--- src/rtl/adder_pipe.sv ---
// adder_pipe: valid/ready pipelined adder, one carry-chained slice per stage; ADDER_PIPE_SUB_EN adds a sub input
module adder_pipe #(
  parameter int WIDTH = 16,
  parameter int STAGES = 4
) (
  input  logic             clk,
  input  logic             reset_n,
  input  logic             in_valid,
  output logic             in_ready,
  input  logic [WIDTH-1:0] a,
  input  logic [WIDTH-1:0] b,
  input  logic             carry_in,
`ifdef ADDER_PIPE_SUB_EN
  input  logic             sub,
`endif
  output logic             out_valid,
  input  logic             out_ready,
  output logic [WIDTH-1:0] sum,
  output logic             carry_out
);
  localparam int CW = WIDTH / STAGES;
  logic [STAGES-1:0] vld, cy, pv, pc;
  logic [STAGES:0] rdy;
  logic [WIDTH-1:0] sum_r [STAGES];
  logic [WIDTH-1:0] a_r [STAGES];
  logic [WIDTH-1:0] b_r [STAGES];
  logic [WIDTH-1:0] pa [STAGES];
  logic [WIDTH-1:0] pb [STAGES];
  logic [WIDTH-1:0] ns [STAGES];
  logic [WIDTH-1:0] b_in;
`ifdef ADDER_PIPE_SUB_EN
  assign b_in = sub ? ~b : b;
`else
  assign b_in = b;
`endif
  always_comb begin
    rdy[STAGES] = out_ready;
    for (int k = STAGES - 1; k >= 0; k--) rdy[k] = !vld[k] || rdy[k+1];
  end
  assign in_ready = rdy[0];
  assign out_valid = vld[STAGES-1];
  assign sum = sum_r[STAGES-1];
  assign carry_out = cy[STAGES-1];
  for (genvar k = 0; k < STAGES; k++) begin : g_stage
    logic [WIDTH-1:0] ps;
    logic ci;
    logic [CW:0] s;
    if (k == 0) begin : g_head
      assign pa[k] = a;
      assign pb[k] = b_in;
      assign ps = '0;
      assign ci = carry_in;
      assign pv[k] = in_valid;
    end else begin : g_body
      assign pa[k] = a_r[k-1];
      assign pb[k] = b_r[k-1];
      assign ps = sum_r[k-1];
      assign ci = cy[k-1];
      assign pv[k] = vld[k-1];
    end
    assign s = {1'b0, pa[k][k*CW +: CW]} + {1'b0, pb[k][k*CW +: CW]} + {{CW{1'b0}}, ci};
    assign pc[k] = s[CW];
    assign ns[k] = ps | (WIDTH'(s[CW-1:0]) << (k * CW));
  end
  always_ff @(posedge clk) begin
    if (!reset_n) begin
      vld <= '0;
      cy <= '0;
      for (int k = 0; k < STAGES; k++) begin
        sum_r[k] <= '0;
        a_r[k] <= '0;
        b_r[k] <= '0;
      end
    end else begin
      for (int k = 0; k < STAGES; k++) begin
        if (rdy[k]) begin
          vld[k] <= pv[k];
          cy[k] <= pc[k];
          sum_r[k] <= ns[k];
          a_r[k] <= pa[k];
          b_r[k] <= pb[k];
        end
      end
    end
  end
endmodule

--- config.mk ---
export PLATFORM = sky130hd
export DESIGN_NAME = adder_pipe
export DESIGN_NICKNAME = d
export VERILOG_FILES = /design/src/rtl/adder_pipe.sv
export SDC_FILE = /design/constraint.sdc
export NUM_CORES = 1
export LEC_CHECK = 0
export BUFFER_PORTS_ARGS = -buffer_cell sky130_fd_sc_hd__buf_4
export CORE_ASPECT_RATIO = 2
export CORE_UTILIZATION = 61
export CTS_CLUSTER_DIAMETER = 60
export DETAILED_ROUTE_END_ITERATION = 12
export PLACE_DENSITY = 0.83
export SKIP_CTS_REPAIR_TIMING = 1
export SYNTH_ARGS = -nofsm -noshare
export SYNTH_HDL_FRONTEND = slang
export SYNTH_SLANG_ARGS = --single-unit
--- constraint.sdc ---
create_clock -name clk -period 3 [get_ports clk]
set_clock_uncertainty 0.2 [all_clocks]
set_input_delay 0.15 -clock clk [delete_from_list [all_inputs] [get_ports clk]]
set_output_delay 0.15 -clock clk [all_outputs]
set_load 0.1 [all_outputs]
==> out/qor.csv <==
stage;metric;value;unit
status;status;finished, violations left;
status;violations;hold timing;
routing;via_per_inst;5.41;
worst_setup_path;crit_path_start;vld[3]$_SDFFE_PN0P_;
placement;dp_hpwl;4560;microns
grt;first_global_vias;2369;
final_layout;antenna_cells;0;
worst_setup_path;worstSetupPathType;flip-flop to flip-flop;
sta;hold_viol;1;
clocking;cts_tree;done;
floorplan;num_rows;42;
floorplan;io_pins;56;
worst_setup_path;reg2reg_from;vld[3]$_SDFFE_PN0P_;
final_layout;final_nets;424;
logic_synthesis;synth.area.top_cells;edfxtp_1 (64%), and3_1 (7.8%), dfxtp_1 (3.8%), fa_1 (3.8%), ha_1 (3.6%);
pwr;p_int;2.23;mW
grt;grt_overflow_total;0;
logic_synthesis;synth_top_cells_by_count;edfxtp_1 (88), and3_1 (52), and2_1 (19);
clocking;clockBufferDepth;2;
final_layout;drive_above_1_share;21.5;%
grt;use_met2;36.0;%
grt;grt-busiest-layer;met2;
worst_hold_path;min_path_type;input port to flip-flop;
clocking;root_buffer;clkbuf_16;
run;cap_violations;0;
sta;fmax;479;MHz
logic_synthesis;netlist.area_leader.share;63.5;%
routing;firstDrtPassIters;4;
logic_synthesis;ys.warnings.count;0;
logic_synthesis;synth.most_common_cell;edfxtp_1;
pwr;vdd_drop_max;0.000490;V
logic_synthesis;yosysTopAreaCell;edfxtp_1;
pwr;pwr-share-clk;36.6;%
logic_synthesis;synth_edf_count;88;
pwr;power_frac_comb;9.5;%
final_layout;syn_to_final_growth;24.2;%
worst_setup_path;setup.worst_path.end;b_r[0][28]$_SDFFCE_PN0P_;
clocking;clock-sinks;96;
floorplan;core_area;6620;sq um
sta;fin_crit;2.09;ns
routing;route.vias.total;2488;
grt;grt_pass1_wl;10300;microns
pwr;p_leak;2.42;nW
placement;gp_congestion;0.740;
final_layout;final_area;5170;sq um
worst_setup_path;r2r_end;b_r[0][28]$_SDFFCE_PN0P_;
logic_synthesis;ys_seq_elements;96;
logic_synthesis;synth_fp_nets;344;
logic_synthesis;syn_area;4160;sq um
floorplan;initial_core_util;62.8;%
sta;rsz0062_at_grt;no;
final_layout;utilization;78.0;%
routing;drc;0;
worst_setup_path;worst-path-max-fanout;24;
clocking;cts_max_level;3;
grt;antenna_found_initial;0;
logic_synthesis;ys.flop_type;edfxtp_1;
pwr;pwr-share-seq;53.9;%
grt;use_met1;19.8;%
sta;relSlewSlack;37.0;%
final_layout;num-fill-cells;406;
sta;report.final.slew_viol_count;0;
logic_synthesis;synthCells;287;
logic_synthesis;syn_avg_cell_area;14.5;sq um
sta;worst_pin_slew;0.943;ns
worst_setup_path;rrSetupSlack;0.91;ns
worst_setup_path;required;2.67;ns
logic_synthesis;synth-seq-area-share;67.4;%
final_layout;ff_latch_area;2800;sq um
pwr;p_total;2.87;mW
sta;setup_viol;0;
grt;grt_usage;20.4;%
pwr;p_per_area;555;nW/um^2
sta;hold_slack;-0.00557;ns
worst_setup_path;arrival;1.75;ns
sta;setup_tns;0;ns
routing;avgRoutedWirePerCell;15.9;microns
floorplan;die_h;119;microns
floorplan;die_w;60.4;microns
worst_setup_path;startpoint_type;flip-flop;
placement;portBuffers;55;
final_layout;multi_input_area;1230;sq um
logic_synthesis;ys_types;34;
clocking;clock_latency;0.34;ns
sta;finalCritPeriodShare;69.6;%
routing;drtIter0Drc;123;
grt;grtUsageMet3;6.46;%
floorplan;die_area;7170;sq um
clocking;cts_buffers;9;
clocking;clkTransAtPathRegs;0.06;ns
logic_synthesis;synthArstFlopShare;0;%
pwr;power.switching;0.639;mW
placement;placed_area;4620;sq um
grt;grt_max_degree;55;
routing;ant_nets;0;
pwr;netSwitchingFraction;22.3;%
worst_setup_path;end_kind;flip-flop;
worst_setup_path;reg2reg_depth;2;
routing;routed_wirelength;7330;microns
==> how the worst min path moves through the flow <==
stage / from / endpoint / depth (start not counted)
5_1_grt: b[3] / cy[0]$_SDFFE_PN0P_ / 3
4_1_cts: in_valid / vld[0]$_SDFFE_PN0P_ / 2
2_1_floorplan: in_valid / vld[0]$_SDFFE_PN0P_ / 1
3_3_place_gp: in_valid / vld[0]$_SDFFE_PN0P_ / 2
6_report: b[3] / cy[0]$_SDFFE_PN0P_ / 3
3_5_place_dp: in_valid / vld[0]$_SDFFE_PN0P_ / 2
==> layout make-up <==
class | instances | area share [%]
inverters | 12 | 0.872
multi-input cells | 163 | 23.8
clock buffers | 11 | 4.70
flip-flops and latches | 96 | 54.3
well taps | 88 | 2.13
repair buffers | 85 | 13.7
clock inverters | 5 | 0.630
==> sequential cells by signal (all words and copies together), names as in the netlist <==
register,count
a_r,24
cy,4
sum_r,40
vld,4
b_r,24
==> critical path, cell delays in order, from the launching register on <==
cell and delay (ns):
dfxtp_1 0.40, and4b_1 0.39, nand2_1 0.61
==> per-stage QoR <==
step | hold WS [ns] | setup WS (ns) | cells
after floorplan | 0.0738 | 0.302 | 287
after global placement | 0.160 | 1.03 | 417
after detailed placement | 0.172 | 0.929 | 417
after CTS | -0.191 | 0.918 | 433
after global routing | 0.0126 | 0.719 | 460
final | -0.00557 | 0.913 | 460
==> power groups by stage <==
stage	logic, mW	registers [mW]	clock network (mW)
after floorplan	0.0994	1.63	0
after CTS	0.239	1.55	1.07
after detailed placement	0.238	1.57	0
final	0.271	1.55	1.05
after global routing	0.291	1.55	1.11
after global placement	0.228	1.57	0
==> cell families after synthesis <==
| group | synth area share (%) |
|---|---|
| simple gates | 17.1 |
| flops | 67.4 |
| xor+xnor | 0.211 |
| compound gates | 3.97 |
| mux | 0.722 |
| fa+ha+maj | 7.46 |
| buf+inv | 3.13 |
==> layer usage <==
layer | part of all wire (%) | vias to the layer above
met5 | 0 | -
met4 | 2.5 | 0
met3 | 3.5 | 13
met2 | 59 | 72
met1 | 35 | 1198
li1 | - | 1205
==> cells in the final DEF, fill, tap and decap left out, types with 2 or more instances in the layout <==
master / n
nor3_1: 2
and2_2: 6
nor3b_1: 2
nand3b_1: 5
o21ai_0: 5
nand2_1: 6
dlygate4sd3_1: 27
clkbuf_16: 9
dfxtp_1: 8
fa_1: 8
ha_1: 12
a21oi_1: 6
mux2i_1: 3
nor2b_1: 7
nand3_1: 6
a21boi_0: 2
buf_4: 58
and2_1: 19
a21o_1: 4
edfxtp_1: 88
nor2_1: 4
and3_1: 52
inv_1: 12
clkinvlp_4: 2
o21a_1: 4
No activity file was read; power rests on OpenSTA's default activity.
